[src/rtl/rv_multicycle_ctrl_if.sv]
// Bus bundle between the multicycle RV32 R-type controller (master) and its
// instruction memory / register file / ALU (slave).
interface rv_multicycle_ctrl_if;
    logic [31:0] INST;
    logic        IRDY;
    logic [31:0] ADDR;
    logic        IREQ;
    logic [4:0]  RR1;
    logic [4:0]  RR2;
    logic [4:0]  WR;
    logic        WE;
    logic [3:0]  ALU_SEL;
    logic [31:0] INSTRET;
    logic [2:0]  STATE;
    logic        ILLEGAL;

    modport master (
        input  INST, IRDY,
        output ADDR, IREQ, RR1, RR2, WR, WE, ALU_SEL, INSTRET, STATE, ILLEGAL
    );

    modport slave (
        output INST, IRDY,
        input  ADDR, IREQ, RR1, RR2, WR, WE, ALU_SEL, INSTRET, STATE, ILLEGAL
    );
endinterface

[src/rtl/rv_multicycle_ctrl.sv]
// Multicycle FETCH/DECODE/EXECUTE/WRITEBACK controller for RV32 R-type ops.
// Optional macro ILLEGAL_HALT_EN: an illegal instruction parks the FSM in HALT.
module rv_multicycle_ctrl #(
    parameter logic [31:0] RESET_PC = 32'h0000_0000,
    parameter logic [31:0] PC_STEP  = 32'd4
) (
    input logic               CLK,
    input logic               RST,
    rv_multicycle_ctrl_if.master bus
);

    typedef enum logic [2:0] {
        FETCH     = 3'd0,
        DECODE    = 3'd1,
        EXECUTE   = 3'd2,
        WRITEBACK = 3'd3,
        HALT      = 3'd4
    } state_t;

    state_t      state;
    logic [31:0] ir;
    logic [31:0] pc;
    logic [31:0] instret;
    logic        ireq;
    logic        we;
    logic        illegal;

    logic        legal;
    logic [3:0]  alu_sel;

    logic [6:0]  opcode;
    logic [2:0]  funct3;
    logic [6:0]  funct7;

    assign opcode = ir[6:0];
    assign funct3 = ir[14:12];
    assign funct7 = ir[31:25];

    always_comb begin
        legal = 1'b0;
        if (opcode == 7'b0110011) begin
            if (funct7 == 7'b0000000)
                legal = 1'b1;
            else if (funct7 == 7'b0100000 && (funct3 == 3'b000 || funct3 == 3'b101))
                legal = 1'b1;
        end
    end

    // Decode fields are pure functions of IR, so they hold from DECODE until the next fetch.
    always_comb begin
        alu_sel = 4'd0;
        case (funct3)
            3'b000:  alu_sel = funct7[5] ? 4'd1 : 4'd0;
            3'b001:  alu_sel = 4'd2;
            3'b010:  alu_sel = 4'd3;
            3'b011:  alu_sel = 4'd4;
            3'b100:  alu_sel = 4'd5;
            3'b101:  alu_sel = funct7[5] ? 4'd7 : 4'd6;
            3'b110:  alu_sel = 4'd8;
            default: alu_sel = 4'd9;
        endcase
    end

    always_ff @(posedge CLK) begin
        if (RST) begin
            state   <= FETCH;
            pc      <= RESET_PC;
            ir      <= '0;
            instret <= '0;
            illegal <= 1'b0;
            ireq    <= 1'b1;
            we      <= 1'b0;
        end else begin
            case (state)
                FETCH: begin
                    if (bus.IRDY) begin
                        ir    <= bus.INST;
                        ireq  <= 1'b0;
                        state <= DECODE;
                    end
                end
                DECODE: begin
                    if (legal) begin
                        state <= EXECUTE;
                    end else begin
                        illegal <= 1'b1;
`ifdef ILLEGAL_HALT_EN
                        state   <= HALT;
`else
                        pc      <= pc + PC_STEP;
                        ireq    <= 1'b1;
                        state   <= FETCH;
`endif
                    end
                end
                EXECUTE: begin
                    we    <= (ir[11:7] != 5'd0);
                    state <= WRITEBACK;
                end
                WRITEBACK: begin
                    we      <= 1'b0;
                    pc      <= pc + PC_STEP;
                    instret <= instret + 32'd1;
                    ireq    <= 1'b1;
                    state   <= FETCH;
                end
                HALT: begin
                    ireq  <= 1'b0;
                    we    <= 1'b0;
                    state <= HALT;
                end
                default: begin
                    ireq  <= 1'b1;
                    we    <= 1'b0;
                    state <= FETCH;
                end
            endcase
        end
    end

    assign bus.ADDR    = pc;
    assign bus.IREQ    = ireq;
    assign bus.RR1     = ir[19:15];
    assign bus.RR2     = ir[24:20];
    assign bus.WR      = ir[11:7];
    assign bus.WE      = we;
    assign bus.ALU_SEL = alu_sel;
    assign bus.INSTRET = instret;
    assign bus.STATE   = state;
    assign bus.ILLEGAL = illegal;

endmodule

[src/flat_wrapper.sv]
// flat-port wrapper written by rule: the top's interface ports become plain ports
module rv_multicycle_ctrl_flat 
#(
    parameter logic [31:0] RESET_PC = 32'h0000_0000,
    parameter logic [31:0] PC_STEP  = 32'd4
)
  (CLK, RST, bus_INST, bus_IRDY, bus_ADDR, bus_IREQ, bus_RR1, bus_RR2, bus_WR, bus_WE, bus_ALU_SEL, bus_INSTRET, bus_STATE, bus_ILLEGAL);
  rv_multicycle_ctrl_if bus_i ();
  input logic CLK;
  input logic RST;
  input wire logic [$bits(bus_i.INST)-1:0] bus_INST;
  input wire logic [$bits(bus_i.IRDY)-1:0] bus_IRDY;
  output wire logic [$bits(bus_i.ADDR)-1:0] bus_ADDR;
  output wire logic [$bits(bus_i.IREQ)-1:0] bus_IREQ;
  output wire logic [$bits(bus_i.RR1)-1:0] bus_RR1;
  output wire logic [$bits(bus_i.RR2)-1:0] bus_RR2;
  output wire logic [$bits(bus_i.WR)-1:0] bus_WR;
  output wire logic [$bits(bus_i.WE)-1:0] bus_WE;
  output wire logic [$bits(bus_i.ALU_SEL)-1:0] bus_ALU_SEL;
  output wire logic [$bits(bus_i.INSTRET)-1:0] bus_INSTRET;
  output wire logic [$bits(bus_i.STATE)-1:0] bus_STATE;
  output wire logic [$bits(bus_i.ILLEGAL)-1:0] bus_ILLEGAL;
  assign bus_i.INST = bus_INST;
  assign bus_i.IRDY = bus_IRDY;
  assign bus_ADDR = bus_i.ADDR;
  assign bus_IREQ = bus_i.IREQ;
  assign bus_RR1 = bus_i.RR1;
  assign bus_RR2 = bus_i.RR2;
  assign bus_WR = bus_i.WR;
  assign bus_WE = bus_i.WE;
  assign bus_ALU_SEL = bus_i.ALU_SEL;
  assign bus_INSTRET = bus_i.INSTRET;
  assign bus_STATE = bus_i.STATE;
  assign bus_ILLEGAL = bus_i.ILLEGAL;
  rv_multicycle_ctrl #(.RESET_PC(RESET_PC), .PC_STEP(PC_STEP)) u_core (.CLK(CLK), .RST(RST), .bus(bus_i));
endmodule
[config.mk]
export PLATFORM = sky130hd
export DESIGN_NAME = rv_multicycle_ctrl_flat
export DESIGN_NICKNAME = d
export VERILOG_FILES = /design/src/rtl/rv_multicycle_ctrl_if.sv /design/src/rtl/rv_multicycle_ctrl.sv /design/src/flat_wrapper.sv
export SDC_FILE = /design/constraint.sdc
export NUM_CORES = 1
export LEC_CHECK = 0
export CAP_MARGIN = 20
export CORE_ASPECT_RATIO = 1.75
export CORE_MARGIN = 2
export CORE_UTILIZATION = 50
export CTS_CLUSTER_SIZE = 8
export DETAILED_ROUTE_END_ITERATION = 10
export HOLD_SLACK_MARGIN = 0.06
export PLACE_DENSITY = 0.92
export SYNTH_ARGS = -nofsm -noshare
export SYNTH_HDL_FRONTEND = slang
export SYNTH_SLANG_ARGS = --single-unit
[constraint.sdc]
create_clock -name CLK -period 4.88 [get_ports CLK]
set_input_delay 0.976 -clock CLK [delete_from_list [all_inputs] [get_ports CLK]]
set_output_delay 0.976 -clock CLK [all_outputs]
set_load 0.01 [all_outputs]
Yosys cells after proc, flatten, opt, wreduce, memory -nomap -nowiden --
Cells that the tools add are included.
Storage, ports and cells: memories 0, logic and storage cells 52, output and inout bits 89, bits in latches 0, input port bits 35, bits in read-only memories 0, memory bits (writable) 0, register bits 102
Operators by class: reduce and logical (&&, ||, !) cells 12, bitwise gates (word level) 2, order comparisons 0, divide/modulo/power cells 0, multiplexer cells 15, $add $sub $neg 2, shifts and indexed selects 0, multipliers 0, equality and inequality tests 14
Operators by type and width (count):
- $pmux 32 s2 | 1
- $add 32x1->32 const B | 1
- $add 32x3->32 const B | 1
- $mux 32 | 1
- $pmux 4 s7 | 1
- $eq 7x6->1 const B | 2
- $eq 3x2->1 const B | 4
- $eq 3x3->1 const B | 4
- $pmux 3 s4 | 1
- $logic_not 7->1 | 1
- $mux 1 | 7
- $eq 3x1->1 const B | 2
- $logic_not 3->1 | 2
- $reduce_and 2->1 | 3
- $reduce_bool 5->1 | 1
- $ne 2x2->1 const B | 2
- $pmux 1 s4 | 1
- $mux 3 | 1
- $reduce_and 3->1 | 1
- $mux 2 | 1
- $not 1->1 | 2
- $pmux 1 s2 | 1
- $reduce_bool 2->1 | 1
- $reduce_or 2->1 | 1
- 2 further kinds | 2

Longest topological paths before layout --
word-level depth 8, mapped depth 7, mapped depth without buffers 5

Least setup slack after synthesis --
OpenSTA, ideal clock, no wires.
path type input-to-reg, start input bus_IRDY, end register u_core.ir[0], path slack 2.743 ns, arrival 2.005 ns, required time 4.748 ns, cell stages on the path 5, cells stage by stage or4b_2 -> clkbuf_1 -> clkbuf_1 -> nand2_1 -> a21oi_1
On the way: word-level cells in the longest chain between the ends 1
RTL lines:
- start, declared | line flat_wrapper.sv:12 | input wire logic [$bits(bus_i.IRDY)-1:0] bus_IRDY;
- $reduce_and 2->1 (no source line)
- end signal, assigned | line rv_multicycle_ctrl.sv:77 | ir <= bus.INST;
- end, declared | line rv_multicycle_ctrl.sv:21 | logic [31:0] ir;
No other way between the ends. A chain may end at the register's enable or synchronous reset.

Worst setup path in the final report --
start register u_core.ir[14], end output bus_ALU_SEL[0]
On the way: word-level cells in the longest chain between the ends 2, elaborated cells on any way between the ends 8
RTL lines:
- $eq 3x3->1 (tied with other cells) | line rv_multicycle_ctrl.sv:52 | case (funct3)
- $pmux 4 s7 (*) | line rv_multicycle_ctrl.sv:52
- end, declared | line flat_wrapper.sv:19 | output wire logic [$bits(bus_i.ALU_SEL)-1:0] bus_ALU_SEL;
Every way passes the cells marked *; elsewhere a longest branch is shown, timed or not.

==> out/qor.yml <==
status:
  outcome: "finished clean"
final_layout:
  final_common_cell: "clkdlybuf4s50_1"
  fin_nets: 676
  antenna_cells: 0
  nFillCells: 748
  layout-drive-gt1-share: 0.04510
  area_growth_pct: 30.52
  layout_common_cells: "clkdlybuf4s50_1 (120), dfxtp_1 (100), nand2_1 (89)"
placement:
  numPortBuffers: 121
  dp_hpwl_um: 8276
  place_congestion: 0.7949
  place_ws_ps: 2045
clock_network:
  cts-root-buf: "clkbuf_16"
  postCtsSetupRepairBufs: 0
  htree_num_levels: 3
  cts.sinks: 100
  insertion_delay_ps: 340
  cts_buffer_depth: 2
  clkTransAtPathRegs_ps: 60
  tritoncts.num_buffers: 9
  cts_tree: "yes"
  ctsHoldBuffers: 0
  ctsResizeCount: 0
pwr:
  vdd_drop_max_uv: 200.4
  power.density_nw_per_um2: 274.4
  leakagePower_uw: 0.001937
  totalPowerFinal_uw: 1632
synthesis:
  avgSynthCellArea_um2: 8.257
  synth_edf_count: 0
  synth_seq_cells: 100
  synth_area_um2: 4558
  synth_area_leader_cell: "dfxtp_1"
  synth_top_area_share: 0.4392
  synth_cell_type_count: 53
  netlist_instances: 552
  yosysWarnings: 0
  synth.area.top_cells: "dfxtp_1 (44%), nand2_1 (7.3%), xnor2_1 (6.7%), a21oi_1 (5.8%), nor2_1 (4.3%)"
  ys_seq_area_frac: 0.4392
  ys_async_sr_fraction: 0
  synth_ff_type: "dfxtp_1"
detailed_routing:
  vias: 4243
  viasPerCell: 5.561
  wire_per_inst_um: 15.37
  ant_nets: 0
  drt-total-wl_um: 11730
  route.detailed.drc: 0
  drtPass1Iterations: 4
  drt_iter0_drc: 295
timing:
  fin_crit_sh: 0.5601
  tightest_slew_ps: 953.5
  clock.fmax_mhz: 365.8
  setup_violations: 0
  holdWs_ps: 456.6
  finClkSkew_ps: 4.701
  slew_headroom: 0.3637
  finalSetupTns_ps: 0
  timing_hold_violations_final: 0
  slew_violations: 0
  fin_ws_ps: 2147
  rsz0062_at_grt: "false"
  min_period_ps: 2733
setup_path:
  r2r_cells: 5
  setup.worst_path.class: "reg -> out"
  regToRegSetupSlack_ps: 2390
  critPathRequiredTime_ps: 3900
  cp-startpoint: "u_core.ir[14]"
  cp.arrival_ps: 1760
  critPathLaunchType: "flip-flop"
  cp-end-kind: "output port"
  r2r-start: "u_core.ir[25]"
  endpoint: "bus_ALU_SEL[0]"
  r2r_end: "u_core.bus.ADDR[22]"
  critical_path.max_fanout: 7
grt:
  grt_max_degree: 54
  grt_pass1_vias: 4164
  grt_usage: 0.2374
  antenna_found_initial: 0
  overflow: 0
  grt_pass1_wl_um: 19260
floorplan:
  die_h_um: 130.3
  die_w_um: 76.18
  io_pins: 124
  core_area_um2: 8979
  die-area_um2: 9926
  rows: 46
  start_util: 0.5077
min_path:
  hold_class: "reg -> reg"
flow_run:
  maxCapViolations: 0
[synth_stat cells, drive strengths merged, types with 2 or more instances]
cell type and n:
a211oi 6, nand2 89, mux2 3, o21ai 16
o2111ai 2, nand3 17, xnor2 35, clkbuf 23
nand4 14, ha 2, nand4b 2, a211o 2
and4 12, a21oi 54, and4b 2, nor4 14
or3 13, xor2 7, nor2 52, nor2b 3
o31ai 3, or4 3, nor3 12, dfxtp 100
buf 26, nor4b 2, a2111oi 4, a31o 2
nor3b 3, inv 10, and2 6
[critical path: stages, from the launching register on]
cell	delay, ps
dfxtp_1	360
and2_1	200
a221oi_1	270
clkdlybuf4s50_1	600
[final cells by class]
type | count | area, um2 | area share
repair buffers | 124 | 1229 | 0.2065
clock buffers | 13 | 260.3 | 0.04374
flip-flops and latches | 100 | 2002 | 0.3365
clock inverters | 2 | 10.01 | 0.001682
well taps | 120 | 150.1 | 0.02524
inverters | 10 | 37.54 | 0.006309
multi-input cells | 394 | 2261 | 0.3800
[logic make-up after synthesis]
logic type                 synth area share
and+or+nand+nor                      0.2723
adders and majority gates          0.005489
other                             0.0008227
xor gates and xnor gates            0.08070
AOI/OAI and AO/OA                    0.1249
DFF                                  0.4392
buffers and inverters               0.06698
muxes                              0.009607
[sequential cells by signal, summed over array words and instances, names as in the netlist]
signal / count
u_core.bus.ILLEGAL: 1
u_core.bus.IREQ: 1
u_core.bus.INSTRET: 32
u_core.ir: 32
u_core.bus.WE: 1
u_core.bus.ADDR: 30
u_core.bus.STATE: 3
[power by group]
group | switching [uW] | internal [uW]
combinational | 66.3 | 66.9
clock | 280 | 369
sequential | 14.7 | 835
total | 362 | 1270
[metrics by stage]
step	instances	instance area, um2	utilization
2_1_floorplan	553	4562	-
3_3_place_gp	748	5679	0.6325
3_5_place_dp	748	5679	0.6325
4_1_cts	763	5949	0.6626
5_1_grt	763	5949	0.6626
6_report	763	5949	0.6626
[worst min-delay path by stage]
stage,start,to,cells past startpoint
after floorplan,u_core.ir[0],u_core.ir[0],2
after global placement,u_core.ir[0],u_core.ir[0],2
after CTS,u_core.ir[6],u_core.ir[6],2
after detailed placement,u_core.ir[6],u_core.ir[6],2
final,u_core.ir[20],u_core.ir[20],2
after global routing,u_core.ir[22],u_core.ir[22],2
[per-layer routing]
layer  vias to the layer above  GRT usage  share of wire
met2                       156     0.4422           0.52
li1                       2080          -              -
met4                         0     0.1241          0.032
met5                         -          0              0
met3                        31    0.06293          0.071
met1                      1976     0.2443           0.38
(Power assumes the default switching activity.)
